==> config.mk <==
export PLATFORM = sky130hd
export DESIGN_NAME = irq_ctrl
export DESIGN_NICKNAME = d
export VERILOG_FILES = /design/src/rtl/irq_ctrl_pkg.sv /design/src/rtl/irq_prio_enc.sv /design/src/rtl/irq_ctrl.sv
export SDC_FILE = /design/constraint.sdc
export NUM_CORES = 1
export LEC_CHECK = 0
export CAP_MARGIN = 40
export CELL_PAD_IN_SITES_DETAIL_PLACEMENT = 2
export CELL_PAD_IN_SITES_GLOBAL_PLACEMENT = 2
export CORE_ASPECT_RATIO = 1.2
export CORE_MARGIN = 2
export CORE_UTILIZATION = 22
export CTS_CLUSTER_DIAMETER = 60
export CTS_CLUSTER_SIZE = 14
export DETAILED_ROUTE_END_ITERATION = 7
export GPL_ROUTABILITY_DRIVEN = 0
export GPL_TIMING_DRIVEN = 1
export HOLD_SLACK_MARGIN = 0.05
export PLACE_DENSITY_LB_ADDON = 0.1
export SLEW_MARGIN = 20
export SYNTH_ARGS = -nofsm -noshare
export SYNTH_HDL_FRONTEND = slang
export SYNTH_SLANG_ARGS = --single-unit
==> constraint.sdc <==
create_clock -name clk -period 3.9 [get_ports clk]
set_input_delay 0.78 -clock clk [delete_from_list [all_inputs] [get_ports clk]]
set_output_delay 0.78 -clock clk [all_outputs]
set_load 0.03 [all_outputs]
==> src/rtl/irq_ctrl_pkg.sv <==
// Shared constants for the machine-mode interrupt controller: CSR addresses,
// cause codes, CSR bit positions and the handshake FSM encoding.
package irq_ctrl_pkg;

   localparam logic [11:0] CsrMstatus = 12'h300;
   localparam logic [11:0] CsrMie     = 12'h304;
   localparam logic [11:0] CsrMcause  = 12'h342;
   localparam logic [11:0] CsrMip     = 12'h344;

   localparam logic [3:0] CauseSw  = 4'd3;
   localparam logic [3:0] CauseTmr = 4'd7;
   localparam logic [3:0] CauseExt = 4'd11;

   // Source bit positions in mip/mie
   localparam int unsigned SwBit  = 3;
   localparam int unsigned TmrBit = 7;
   localparam int unsigned ExtBit = 11;

   // mstatus bit positions
   localparam int unsigned MieBit  = 3;
   localparam int unsigned MpieBit = 7;

   localparam logic [31:0] MieMask = 32'h0000_0888;

   // Packed pending vector layout used by the priority encoder
   localparam int unsigned PendSw  = 0;
   localparam int unsigned PendTmr = 1;
   localparam int unsigned PendExt = 2;

   typedef enum logic [1:0] {
      StIdle,
      StReq,
      StTrap
   } irq_state_e;

endpackage

==> src/rtl/irq_prio_enc.sv <==
// Fixed-priority encoder for the three machine interrupt sources:
// external > software > timer.
module irq_prio_enc
   import irq_ctrl_pkg::*;
(
   input  logic [2:0] pend,
   output logic       valid,
   output logic [3:0] code
);

   always_comb begin
      valid = |pend;
      code  = 4'd0;
      if (pend[PendExt]) begin
         code = CauseExt;
      end else if (pend[PendSw]) begin
         code = CauseSw;
      end else if (pend[PendTmr]) begin
         code = CauseTmr;
      end
   end

endmodule

==> src/rtl/irq_ctrl.sv <==
// Machine-mode interrupt controller: mstatus/mie/mip/mcause CSRs, source
// arbitration and the request/acknowledge handshake. Define IRQ_EXT_SYNC_EN
// to pass external_interrupt through a 2-flop synchronizer.
module irq_ctrl
   import irq_ctrl_pkg::*;
#(
   parameter int unsigned MCAUSE_W = 32
) (
   input  logic                clk,
   input  logic                rst,
   input  logic                timer_interrupt,
   input  logic                software_interrupt,
   input  logic                external_interrupt,
   input  logic [11:0]         csr_addr,
   input  logic [31:0]         csr_wdata,
   input  logic                csr_we,
   input  logic                csr_re,
   output logic [31:0]         csr_rdata,
   output logic                csr_valid,
   output logic                irq_req,
   output logic [MCAUSE_W-1:0] irq_cause,
   input  logic                irq_ack,
   input  logic                mret
);

   irq_state_e          state_q, state_d;
   logic                req_q, req_d;
   logic [MCAUSE_W-1:0] cause_q, cause_d;
   logic [MCAUSE_W-1:0] mcause_q, mcause_d;
   logic [31:0]         mie_q, mie_d;
   logic                mstatus_mie_q, mstatus_mie_d;
   logic                mpie_q, mpie_d;

   logic                ext_lvl;
   logic [31:0]         mip;
   logic [2:0]          pend;
   logic                pend_valid;
   logic [3:0]          pend_code;
   logic [MCAUSE_W-1:0] cause_new;
   logic                ack_take;

`ifdef IRQ_EXT_SYNC_EN
   logic ext_s1_q, ext_s2_q;

   always_ff @(posedge clk) begin
      if (rst) begin
         ext_s1_q <= 1'b0;
         ext_s2_q <= 1'b0;
      end else begin
         ext_s1_q <= external_interrupt;
         ext_s2_q <= ext_s1_q;
      end
   end

   assign ext_lvl = ext_s2_q;
`else
   assign ext_lvl = external_interrupt;
`endif

   always_comb begin
      mip         = 32'b0;
      mip[ExtBit] = ext_lvl;
      mip[TmrBit] = timer_interrupt;
      mip[SwBit]  = software_interrupt;
   end

   // Qualified pending: live level, enabled in mie, globally gated by MIE
   assign pend[PendExt] = mip[ExtBit] & mie_q[ExtBit] & mstatus_mie_q;
   assign pend[PendTmr] = mip[TmrBit] & mie_q[TmrBit] & mstatus_mie_q;
   assign pend[PendSw]  = mip[SwBit]  & mie_q[SwBit]  & mstatus_mie_q;

   irq_prio_enc u_prio_enc (
      .pend  (pend),
      .valid (pend_valid),
      .code  (pend_code)
   );

   assign cause_new = {1'b1, {(MCAUSE_W-5){1'b0}}, pend_code};
   assign ack_take  = (state_q == StReq) && irq_ack;

   always_comb begin
      state_d       = state_q;
      req_d         = req_q;
      cause_d       = cause_q;
      mcause_d      = mcause_q;
      mie_d         = mie_q;
      mstatus_mie_d = mstatus_mie_q;
      mpie_d        = mpie_q;

      // Software CSR writes have the lowest priority; hardware events below override.
      if (csr_we) begin
         unique case (csr_addr)
            CsrMstatus: begin
               mstatus_mie_d = csr_wdata[MieBit];
               mpie_d        = csr_wdata[MpieBit];
            end
            CsrMie:    mie_d    = csr_wdata & MieMask;
            CsrMcause: mcause_d = MCAUSE_W'(csr_wdata);
            default: ;
         endcase
      end

      if (ack_take) begin
         mcause_d      = cause_q;
         mpie_d        = mstatus_mie_q;
         mstatus_mie_d = 1'b0;
         req_d         = 1'b0;
         state_d       = StTrap;
      end else begin
         unique case (state_q)
            StIdle: begin
               if (pend_valid) begin
                  state_d = StReq;
                  req_d   = 1'b1;
                  cause_d = cause_new;
               end
            end
            StReq: begin
               if (!pend_valid) begin
                  state_d = StIdle;
                  req_d   = 1'b0;
               end else begin
                  cause_d = cause_new;
               end
            end
            StTrap:  req_d = 1'b0;
            default: begin
               state_d = StIdle;
               req_d   = 1'b0;
            end
         endcase

         if (mret) begin
            mstatus_mie_d = mpie_q;
            mpie_d        = 1'b1;
            // Leaving TRAP, or MIE about to clear: no request may stand
            if (state_q == StTrap || !mpie_q) begin
               state_d = StIdle;
               req_d   = 1'b0;
               cause_d = cause_q;
            end
         end
      end
   end

   always_ff @(posedge clk) begin
      if (rst) begin
         state_q       <= StIdle;
         req_q         <= 1'b0;
         cause_q       <= '0;
         mcause_q      <= '0;
         mie_q         <= 32'b0;
         mstatus_mie_q <= 1'b0;
         mpie_q        <= 1'b0;
      end else begin
         state_q       <= state_d;
         req_q         <= req_d;
         cause_q       <= cause_d;
         mcause_q      <= mcause_d;
         mie_q         <= mie_d;
         mstatus_mie_q <= mstatus_mie_d;
         mpie_q        <= mpie_d;
      end
   end

   assign irq_req   = req_q;
   assign irq_cause = cause_q;

   assign csr_valid = (csr_addr == CsrMstatus) || (csr_addr == CsrMie) ||
                      (csr_addr == CsrMcause)  || (csr_addr == CsrMip);

   always_comb begin
      csr_rdata = 32'b0;
      if (csr_re && csr_valid) begin
         unique case (csr_addr)
            CsrMstatus: begin
               csr_rdata[12:11]   = 2'b11;
               csr_rdata[MpieBit] = mpie_q;
               csr_rdata[MieBit]  = mstatus_mie_q;
            end
            CsrMie:    csr_rdata = mie_q;
            CsrMcause: csr_rdata = 32'(mcause_q);
            CsrMip:    csr_rdata = mip;
            default:   csr_rdata = 32'b0;
         endcase
      end
   end

endmodule

======== Yosys cells after proc, flatten, opt, wreduce, memory -nomap -nowiden ========
Cells that the tools add are included.
storage, ports and cells
  word-level logic and storage cells ...... 80
  flip-flop bits (word level) ............. 72
  input bits .............................. 53
cells by class
  bitwise gates (word level) .............. 7
  equal/unequal tests ..................... 7
  multiplexer cells ....................... 36
  reductions and logical operators ........ 22
operators by type and width
  operator                                               count
  2-to-1 mux 32 bit                                      8
  equality test 12 x 10 -> 1 bit, second input constant  4
  2-to-1 mux 19 bit                                      1
  2-to-1 mux 3 bit                                       4
  2-to-1 mux 1 bit                                       11
  2-to-1 mux 2 bit                                       5
  AND reduction 2 bit                                    5
  2-to-1 mux 4 bit                                       2
  case mux 1 bit (4 select lines)                        2
  case mux 2 bit (4 select lines)                        1
  nonzero test 2 bit                                     4
  AND 1 bit                                              6
  case mux 2 bit (3 select lines)                        1
  nonzero test 3 bit                                     2
  logical OR 1 bit                                       4
  OR reduction 2 bit                                     2
  OR reduction 3 bit                                     1
  equality test 2 x 1 -> 1 bit, second input constant    1
  equality test 2 bit, second input constant             1
  logical AND 1 bit                                      2
  logical NOT 2 bit                                      1
  != test 2 bit, second input constant                   1
  case mux 1 bit (2 select lines)                        1
  logical NOT 1 bit                                      1
  inverter 1 bit                                         1

======== Logic depth before layout (Yosys ltp) ========
Gate-level depths: netlist (run 1).
  word-level depth ........................ 9
  gate-level depth with buffers ........... 7
  depth with buffers taken out ............ 4

======== Modules after synthesis ========
A second synthesis (run 1) with hierarchy kept.
unflattened totals
  cells, all modules ...................... 287
  area total of the unflattened synthesis .. 2328.5 µm²
modules (own cells, without submodules)
  module        cells an instance  area an instance (µm²)  seq. area each (µm²)  times used
  irq_ctrl      282                2292.2                  900.9                 1
  irq_prio_enc  5                  36.3                    0.0                   1

======== Least setup slack after synthesis (run 1) ========
No wires, ideal clock.
  path kind ............................... input -> output
  start ................................... input csr_addr[3]
  end ..................................... output csr_rdata[10]
  required time ........................... 3.120 ns
  stages on the path ...................... 5
  buffers on the path ..................... 1
  path slack .............................. 1.095 ns
  arrival ................................. 2.025 ns
  path through ............................ and4bb_2 nand4_1 nor2_2 clkbuf_1 and2_1
on the way
  cells in the longest elaborated chain, start to end .. 6
  elaborated cells between the ends (all ways) .. 10
ends and longest elaborated chain
  element                                                   RTL line         RTL
  from (decl)                                               irq_ctrl.sv:14   input logic [11:0] csr_addr,
  equality test 12 x 10 -> 1 bit, on equally long branches  -
  logical OR 1 bit (2 in series)                            irq_ctrl.sv:169  assign csr_valid = (csr_addr == CsrMstatus) || (csr_addr == CsrMie) ||
  logical OR 1 bit                                          irq_ctrl.sv:170  (csr_addr == CsrMcause) || (csr_addr == CsrMip);
  logical AND 1 bit                                         irq_ctrl.sv:174  if (csr_re && csr_valid) begin
  2-to-1 mux 32 bit *                                       irq_ctrl.sv:174
  to (decl)                                                 irq_ctrl.sv:18   output logic [31:0] csr_rdata,
Every way passes the cells marked *; elsewhere a longest branch is shown, timed or not.

======== Worst setup path in the final report (run 1) ========
  start ................................... input csr_addr[3]
  end ..................................... output csr_rdata[11]
on the way
  cells in the longest elaborated chain, start to end .. 6
  elaborated cells between the ends (all ways) .. 10
ends and longest elaborated chain
  element                                                   RTL line
  equality test 12 x 10 -> 1 bit, on equally long branches  -
  logical OR 1 bit (2 in series)                            irq_ctrl.sv:169
  logical OR 1 bit                                          irq_ctrl.sv:170
  logical AND 1 bit                                         irq_ctrl.sv:174
  2-to-1 mux 32 bit *                                       irq_ctrl.sv:174
Marked as above.

==> reports/metrics.yaml, run 1 <==
yosys:
  synth_edf_count: 0
  syn_avg_cell_area_um2: 7.96
  async_reset_ff_share_pct: 0
  ys_top_cells_by_count: "nand2_1, dfxtp_1, a21oi_1, and2_1, buf_4"
  ys_types: 42
  synth_most_common_cell: "nand2_1"
  ys_warn_count: 0
  synth_top_flop_cell: "dfxtp_1"
  netlist.area_leader.share_pct: 38.4
  yosys.area.top_type: "dfxtp_1"
  synth_cells: 288
  ys_seq_area_share_pct: 38.4
  ys_seq_elements: 44
  ys_top_cells_by_area: "dfxtp_1, buf_4, nand2_1"
  netlist_area_um2: 2290
die:
  fp-row-count: 40
  die_h_um: 116
  die_area_um2: 11300
  pin_count: 119
  die_w_um: 97.2
  start_util_pct: 22.8
  core_um2: 10100
finish:
  antenna_cells: 0
  nets: 431
  final_cell_area_um2: 3360
  area_growth_pct: 46.4
  final_layout_size_suffix_gt1_share_pct: 14.2
  final_util_pct: 33.4
worst_setup_path:
  worst_ep_required_time_ps: 3120
  start_kind: "input port"
  crit_path_end: "csr_rdata[11]"
  end_kind: "primary output"
  rr_worst_depth: 4
  crit_path_start: "csr_addr[3]"
  timing.rr.end: "irq_cause[3]$_SDFFE_PP0P_"
  rrSetupSlack_ps: 2370
  path_max_fanout: 6
  regToRegStartpoint: "mpie_q$_SDFFE_PP0P_"
  critPathKind: "input port to primary output"
  worstPathArrival_ps: 2870
sta:
  slew_viol_final: 0
  timing.final.crit_share_pct: 93.7
  rsz0062_at_grt: "false"
  finalSetupViolations: 0
  setup_ws_ps: 246
  hold_violations: 0
  skew_ps: 6.43
  final.min_clock_period_ps: 3650
  fmaxAchievable_mhz: 274
  slew_headroom_pct: 62.7
  final.setup.tns_ps: 0
  tightest_slew_ps: 559
grt:
  first_global_vias: 2264
  antenna_found_initial: 0
  grtUsageMet1_pct: 15.2
  overflow: 0
  grt_use_met2_pct: 22.7
  track_usage_pct: 12.6
  grtUsageMet3_pct: 2.71
  grt_max_degree: 29
  grt_pass1_wl_um: 11300
  grt.busiest_layer: "met2"
outcome:
  status: "finished, final reports clean"
place:
  place_hpwl_um: 5410
  post-place-ws_ps: 239
  port-buffer-count: 91
  placed_area_um2: 3180
clock_tree:
  cts_root_buffer: "clkbuf_16"
  htreeDepth: 2
  cts_buffer_depth: 2
  cts_tree: "yes"
  hold_buffers: 0
  clock_sinks: 44
  postCtsSetupBuffers: 0
  insertion_delay_ps: 290
  cts_made_buffers: 5
  cts-resized-gates: 0
  cts.clk_slew.worst_paths_ps: 60
routing:
  post_drt_via_cell_ratio: 4.29
  drc_errors: 0
  drt_iter0_drc: 24
  drtAntennaViolNets: 0
  totalWireLength_um: 7120
  dr_total_vias: 2166
  drtPass1Iterations: 4
  wl_per_cell_um: 14.1
power:
  power_density_nw_per_um2: 322
  swShare_pct: 23.0
  p_sw_mw: 0.249
  pwr-share-seq_pct: 42.0
  p_int_mw: 0.831
  static-leakage-power_nw: 1.33
  ir_drop_mv: 0.168
  clockPowerShare_pct: 46.4
  p_comb_share_pct: 11.6
worst_hold_path:
  hp-class: "flop to flop"
flow_run:
  drv_cap: 0
## flip-flops by register name, indices dropped and copies added, names as in the netlist
signal	flops
mpie_q	1
mcause_q	32
state_q	2
mie_q	3
irq_req	1
mstatus_mie_q	1
irq_cause	4
## routing by layer
metal / up-vias / routed length (um)
li1: 1079 / -
met1: 1019 / 3150
met2: 61 / 3560
met3: 7 / 329
met4: 0 / 80
met5: - / 0
## placed cells by master, fill, tap and decap left out, types with 2 or more instances in the layout
| cell type | netlist | layout |
|---|---|---|
| clkdlybuf4s50_1 | 0 | 63 |
| nand2_1 | 56 | 56 |
| dfxtp_1 | 44 | 44 |
| buf_4 | 29 | 39 |
| a21oi_1 | 32 | 32 |
| and2_1 | 29 | 29 |
| conb_1 | 1 | 27 |
| nor2_1 | 18 | 18 |
| mux2i_1 | 11 | 11 |
| clkbuf_16 | 0 | 5 |
| nand2b_1 | 4 | 4 |
| nand4_1 | 4 | 4 |
| nor2b_1 | 4 | 4 |
| a211oi_1 | 4 | 4 |
| inv_1 | 4 | 4 |
| a22o_1 | 3 | 3 |
| and3_1 | 2 | 2 |
| a31oi_1 | 2 | 2 |
| mux2_2 | 2 | 2 |
| a22oi_1 | 2 | 2 |
| a311oi_1 | 2 | 2 |
## worst min path at each step
stage	end	cells after the start	start	slack [ps]
after CTS	mcause_q[13]$_SDFFE_PP0P_	2	mcause_q[13]$_SDFFE_PP0P_	460
after detailed placement	mcause_q[13]$_SDFFE_PP0P_	2	mcause_q[13]$_SDFFE_PP0P_	440
after floorplan	mcause_q[10]$_SDFFE_PP0P_	2	mcause_q[10]$_SDFFE_PP0P_	430
after global routing	mcause_q[28]$_SDFFE_PP0P_	2	mcause_q[28]$_SDFFE_PP0P_	480
after global placement	mcause_q[22]$_SDFFE_PP0P_	2	mcause_q[22]$_SDFFE_PP0P_	430
final	mcause_q[29]$_SDFFE_PP0P_	2	mcause_q[29]$_SDFFE_PP0P_	450
## cell type report
cell class,instances,area (um^2)
fillers,1155,6700
multi-input cells,221,1200
clock inverters,2,38.8
inverters,4,15.0
well taps,126,158
flip-flops and latches,44,881
repair buffers,102,923
clock buffers,6,139
## cells by family (layout without fill, tap and decap cells)
| logic type | after synthesis | after routing | synth area share, % |
|---|---|---|---|
| buf+inv | 49 | 114 | 13.4 |
| mux | 13 | 13 | 5.79 |
| other cells | 1 | 27 | 0.164 |
| compound gates | 50 | 50 | 13.2 |
| simple gates | 129 | 129 | 28.2 |
| fa+ha+maj | 1 | 1 | 0.437 |
| xor+xnor | 1 | 1 | 0.382 |
| flops | 44 | 44 | 38.4 |
## metrics by stage
step | std cells | total power, mW | hold WS (ps)
floorplan | 314 | 0.543 | 427
global placement | 497 | 0.589 | 433
detailed placement | 497 | 0.589 | 444
CTS | 505 | 1.10 | 455
global route | 505 | 1.13 | 477
finish | 505 | 1.08 | 448
## worst max-delay path, stage by stage
cell	delay, ps
clkdlybuf4s50_1	390
and4bb_2	360
nand4_1	200
or2_2	350
nor2_1	120
clkdlybuf4s50_1	670
## power groups by stage
stage | sequential, mW | clock [mW] | combinational, mW
final | 0.453 | 0.501 | 0.125
after global routing | 0.453 | 0.539 | 0.135
after CTS | 0.453 | 0.523 | 0.126
after detailed placement | 0.463 | 0 | 0.126
after global placement | 0.463 | 0 | 0.126
after floorplan | 0.461 | 0 | 0.0814
No activity file was read; power rests on OpenSTA's default activity.
==> inputs of run 2 (changes only) <==
Settings changed: PLACE_DENSITY set to 0.83, PLACE_DENSITY_LB_ADDON 0.1 to not set.
==> run 2 against run 1 <==
- hold slack worse by 1.2 ps
- sequential share of layout area increased by 0.43 points
- power down 7.4%
- clock power shrank 16%
- sequential power hardly changed
- cell area fell by 1.6%
- largest cell class unchanged
- global-route usage shrank 0.20 points
- highest routed layer unchanged
- maximum frequency down 1.7%
==> reports/metrics.yaml, run 2 (synthesis gave the netlist of run 1 again) <==
grt:
  grt.busiest_layer: "met2"
  grtUsageMet1_pct: 13.9  # -1.3 points
  track_usage_pct: 12.4  # -0.20 points
  grt_pass1_wl_um: 11400  # +0.19%
  antenna_found_initial: 0  # unchanged
  overflow: 0  # unchanged
  grtUsageMet3_pct: 2.77  # +0.060 points
  grt_use_met2_pct: 24.1  # +1.4 points
  first_global_vias: 2264  # unchanged
  grt_max_degree: 32  # +10%
clock_tree:
  clock_sinks: 44  # unchanged
  hold_buffers: 0  # unchanged
  cts_tree: "yes"
  cts_buffer_depth: 2  # unchanged
  cts-resized-gates: 0  # unchanged
  cts_made_buffers: 5  # unchanged
  insertion_delay_ps: 280  # about the same
  cts.clk_slew.worst_paths_ps: 60  # about the same
  htreeDepth: 2  # unchanged
  cts_root_buffer: "clkbuf_16"
  postCtsSetupBuffers: 0  # unchanged
routing:
  drtAntennaViolNets: 0  # unchanged
  post_drt_via_cell_ratio: 4.27  # -0.52%
  drtPass1Iterations: 4  # unchanged
  wl_per_cell_um: 14.2  # +1.0%
  drc_errors: 0  # unchanged
  totalWireLength_um: 7150  # +0.42%
  drt_iter0_drc: 32  # +33%
  dr_total_vias: 2142  # -1.1%
worst_hold_path:
  hold_depth: 2  # unchanged
  hp-class: "flop to flop"
finish:
  final_layout_size_suffix_gt1_share_pct: 13.0  # -1.2 points
  regArea_um2: 881  # unchanged
  multi_input_area_um2: 1200  # unchanged
  final_common_cell: "clkdlybuf4s50_1"
  nets: 428  # -0.70%
  final_util_pct: 32.8  # -0.53 points
  final_cell_mix: "clkdlybuf4s50_1, nand2_1, dfxtp_1, buf_4, a21oi_1"
  area_growth_pct: 44.1
  final_cell_area_um2: 3300  # -1.6%
  antenna_cells: 0  # unchanged
  largest_register: "mcause_q"
  fillers: 1159  # +0.35%
  largest_reg_flops: 32  # unchanged
flow_run:
  drv_cap: 0  # unchanged
sta:
  setup_ws_ps: 183  # -63.0 ps
  final.min_clock_period_ps: 3720  # +63.0 ps
  finalSetupViolations: 0  # unchanged
  tightest_slew_ps: 535  # -23.9 ps
  fmaxAchievable_mhz: 269  # -1.7%
  skew_ps: 5.51  # -0.912 ps
  slew_headroom_pct: 64.1  # +1.4 points
  final.setup.tns_ps: 0  # unchanged
  timing.final.crit_share_pct: 95.3  # +1.6 points
  slew_viol_final: 0  # unchanged
  hold_violations: 0  # unchanged
  rsz0062_at_grt: "false"
die:
  fp-row-count: 40  # unchanged
  core_um2: 10100  # unchanged
  die_area_um2: 11300  # unchanged
  start_util_pct: 22.8  # unchanged
  die_w_um: 97.2  # unchanged
  die_h_um: 116  # unchanged
  pin_count: 119  # unchanged
outcome:
  status: "finished, final reports clean"
worst_setup_path:
  worstPathArrival_ps: 2940  # +70 ps
  worstPathCellList: "clkdlybuf4s50_1, and4bb_2, nand4_1, or2_2, nor2_1, clkdlybuf4s50_1"
  cp_common_cell: "clkdlybuf4s50_1"
  path_max_fanout: 6  # unchanged
  rr_worst_depth: 4  # unchanged
  start_kind: "input port"
  worst_ep_required_time_ps: 3120  # about the same
  worst_path_max_delay_cell: "clkdlybuf4s50_1"
  end_kind: "primary output"
  critPathKind: "input port to primary output"
  cp_slowest_stage_delay_ps: 690  # +20 ps
power:
  ir_drop_mv: 0.149  # -11%
  power_density_nw_per_um2: 303  # -5.9%
  static-leakage-power_nw: 1.30  # -2.3%
  totalPowerFinal_mw: 0.999  # -7.4%
place:
  placed_area_um2: 3160  # -0.71%
  place_hpwl_um: 5630  # +4.1%
  port-buffer-count: 91  # unchanged
  post-place-ws_ps: 173  # -65.4 ps
[run 2: path summary, 6_finish.rpt]
path                       startpoint                   endpoint  slack, ps
max                       csr_addr[3]               csr_rdata[3]        180
min          mcause_q[8]$_SDFFE_PP0P_   mcause_q[8]$_SDFFE_PP0P_        450
max reg2reg     state_q[1]$_SDFF_PP0_  mcause_q[19]$_SDFFE_PP0P_       2100
min reg2reg  mcause_q[8]$_SDFFE_PP0P_   mcause_q[8]$_SDFFE_PP0P_        450
[run 2: through the flow]
stage	hold WS, ps	cells
5_1_grt	472	502
3_3_place_gp	434	494
3_5_place_dp	443	494
6_report	447	502
4_1_cts	453	502
2_1_floorplan	427	314
[run 2: worst max-delay path, delay by kind of cell]
family | cells | cell delay [ps]
and+or+nand+nor | 4 | 1080
buffers and inverters | 2 | 1080
[run 2: area by class of cell]
type                            instances  share of cell area (%)
Multi-Input combinational cell        221                    36.4
Timing Repair Buffer                   99                    27.3
Sequential cell                        44                    26.7
Tap cell                              126                    4.77
Clock buffer                            8                    4.43
Inverter                                4                   0.455
[run 2: layer usage]
layer	up-vias	routed length, um	share of wire, %
met5	-	0	0
met4	0	23	0.32
met3	2	373	5.2
met2	66	3800	53
met1	1002	2960	41
li1	1072	-	-
[run 2: where the power goes]
| group | internal [mW] | switching [mW] | total (mW) |
|---|---|---|---|
| Clock | 0.256 | 0.165 | 0.421 |
| Sequential | 0.451 | 0.00228 | 0.453 |
| Combinational | 0.0586 | 0.0671 | 0.126 |
==> RTL edit, RTL diff (settings of run 1) <==
Change the parameter `MCAUSE_W` from 32 to 16.
--- a/src/rtl/irq_ctrl.sv
+++ b/src/rtl/irq_ctrl.sv
@@ -4,7 +4,7 @@
 module irq_ctrl
    import irq_ctrl_pkg::*;
 #(
-   parameter int unsigned MCAUSE_W = 32
+   parameter int unsigned MCAUSE_W = 16
 ) (
    input  logic                clk,
    input  logic                rst,
Interface: changed (resized irq_cause); port bits go from 119 to 103. The function was not compared with the original's and may differ.
==> RTL edit against run 1 <==
  * First-iteration DRC count increased by 63%
  * Final area decreased by 33%
  * Wire length decreased by 35%
  * Total power decreased by 42%
  * Largest cell class unchanged
  * Synthesized area decreased by 28%
  * Sequential cell count decreased by 16
  * Register-to-register slack got worse by 20 ps
  * Worst setup slack got worse by 2.1 ps
  * Global-route usage decreased by 1.3 points
  * Sequential power decreased by 36%
==> RTL edit: results (changes against run 1) <==
{| class="wikitable"
! Metric !! Value
|-
| Relative contribution of sequential cells to total power || 46.1% (+4.1 points)
|-
| Met1 layer usage reported by global route || 13.5% (-1.8 points)
|-
| Post-DR wirelength/cell || 13.8 um (-2.2%)
|-
| Vias in the first global route || 1468 (-35%)
|-
| Internal cell power || 0.468 mW (-44%)
|-
| Run status || complete, no violations
|-
| Layout fillers || 854 (-26%)
|-
| GRT met2 Usage || 20.9% (-1.8 points)
|-
| Crit path largest cell delay || 720 ps (+50 ps)
|-
| R2r startpoint || state_q[0]$_SDFF_PP0_
|-
| Sequential cell area fraction in the yosys report || 34.0% (-4.4 points)
|-
| DP Wirelength || 3.70 mm (-32%)
|-
| Clock H-tree levels || 1 (-1)
|-
| End of the worst register-to-register path || mcause_q[4]$_SDFFE_PP0P_
|-
| Fraction of final layout cells with drive strength greater than 1 || 10.7% (-3.6 points)
|-
| Cell area after placement || 2180 sq um (-31%)
|-
| Largest fanout on the critical path || 11 (+5)
|-
| Worst setup path end || csr_rdata[7]
|-
| Max FFs per register || 16 (-50%)
|-
| Leakage power figure || 0.877 nW (-34%)
|-
| Depth of the worst register-to-register path || 3 (-1)
|-
| Nets@finish || 298 (-31%)
|-
| Vias after detailed routing || 1420 (-34%)
|-
| Total global routing track utilization || 11.3% (-1.3 points)
|-
| Highest ir drop seen on vdd || 0.000117 V (-31%)
|-
| Port buffer count || 59 (-35%)
|-
| DR iter-0 viols || 39 (+63%)
|-
| Headroom to the max-slew limit || 62.1% (-0.61 points)
|-
| Clock root buffer master || sky130_fd_sc_hd__clkbuf_8
|-
| Yosys cell types || 41 (-2.4%)
|-
| Minimum setup slack among reg-to-reg paths || 2350 ps (-20 ps)
|-
| Design Area, Final || 2250 sq um (-33%)
|-
| Worst-path clk slew || 100 ps (+40 ps)
|-
| Clock Skews || 3.87 ps (-2.55 ps)
|-
| TritonCTS buffer count || 3 (-2)
|-
| CP Launch Point || csr_addr[6]
|-
| Largest net degree at the start of global routing || 17 (-41%)
|-
| Sequential Power || 0.289 mW (-36%)
|-
| Worst path arrival time || 2880 ps (about the same)
|-
| Wire length of the first global-routing pass || 7.55 mm (-33%)
|}
-- RTL edit: layout make-up --
cell class / instances / area share, %
Inverter: 4 / 0.667
Timing Repair Buffer: 64 / 26.6
Clock inverter: 1 / 1.33
Sequential cell: 28 / 24.9
Tap cell: 90 / 5.00
Clock buffer: 3 / 1.83
Multi-Input combinational cell: 144 / 39.7
-- RTL edit: cells by family (layout without fill, tap and decap cells) --
group	Yosys count	after routing	synth area share [%]
flops	28	28	34.0
fa+ha+maj	1	1	0.607
other cells	1	27	0.227
mux	24	24	14.7
simple gates	66	66	21.9
compound gates	26	26	10.9
buf+inv	42	72	17.7
-- RTL edit: stage by stage --
stage                     cells  setup slack [ps]
after floorplan             214              1110
after global placement      330               217
after detailed placement    330               203
after CTS                   334               216
after global routing        334               132
final                       334               244
-- RTL edit: how the worst min path moves through the flow --
stage / from / to / slack (ps) / cells past startpoint
2_1_floorplan: state_q[1]$_SDFF_PP0_ / state_q[1]$_SDFF_PP0_ / 440 / 2
3_3_place_gp: mcause_q[8]$_SDFFE_PP0P_ / mcause_q[8]$_SDFFE_PP0P_ / 460 / 2
3_5_place_dp: state_q[1]$_SDFF_PP0_ / state_q[1]$_SDFF_PP0_ / 470 / 2
4_1_cts: state_q[1]$_SDFF_PP0_ / state_q[1]$_SDFF_PP0_ / 490 / 2
5_1_grt: irq_cause[15]$_SDFFE_PP0P_ / irq_cause[15]$_SDFFE_PP0P_ / 510 / 2
6_report: state_q[1]$_SDFF_PP0_ / state_q[1]$_SDFF_PP0_ / 480 / 2
-- RTL edit: per-layer routing --
metal | part of all wire [%] | up-vias
li1 | - | 701
met1 | 43 | 677
met2 | 52 | 40
met3 | 4.4 | 2
met4 | 0.52 | 0
met5 | 0 | -
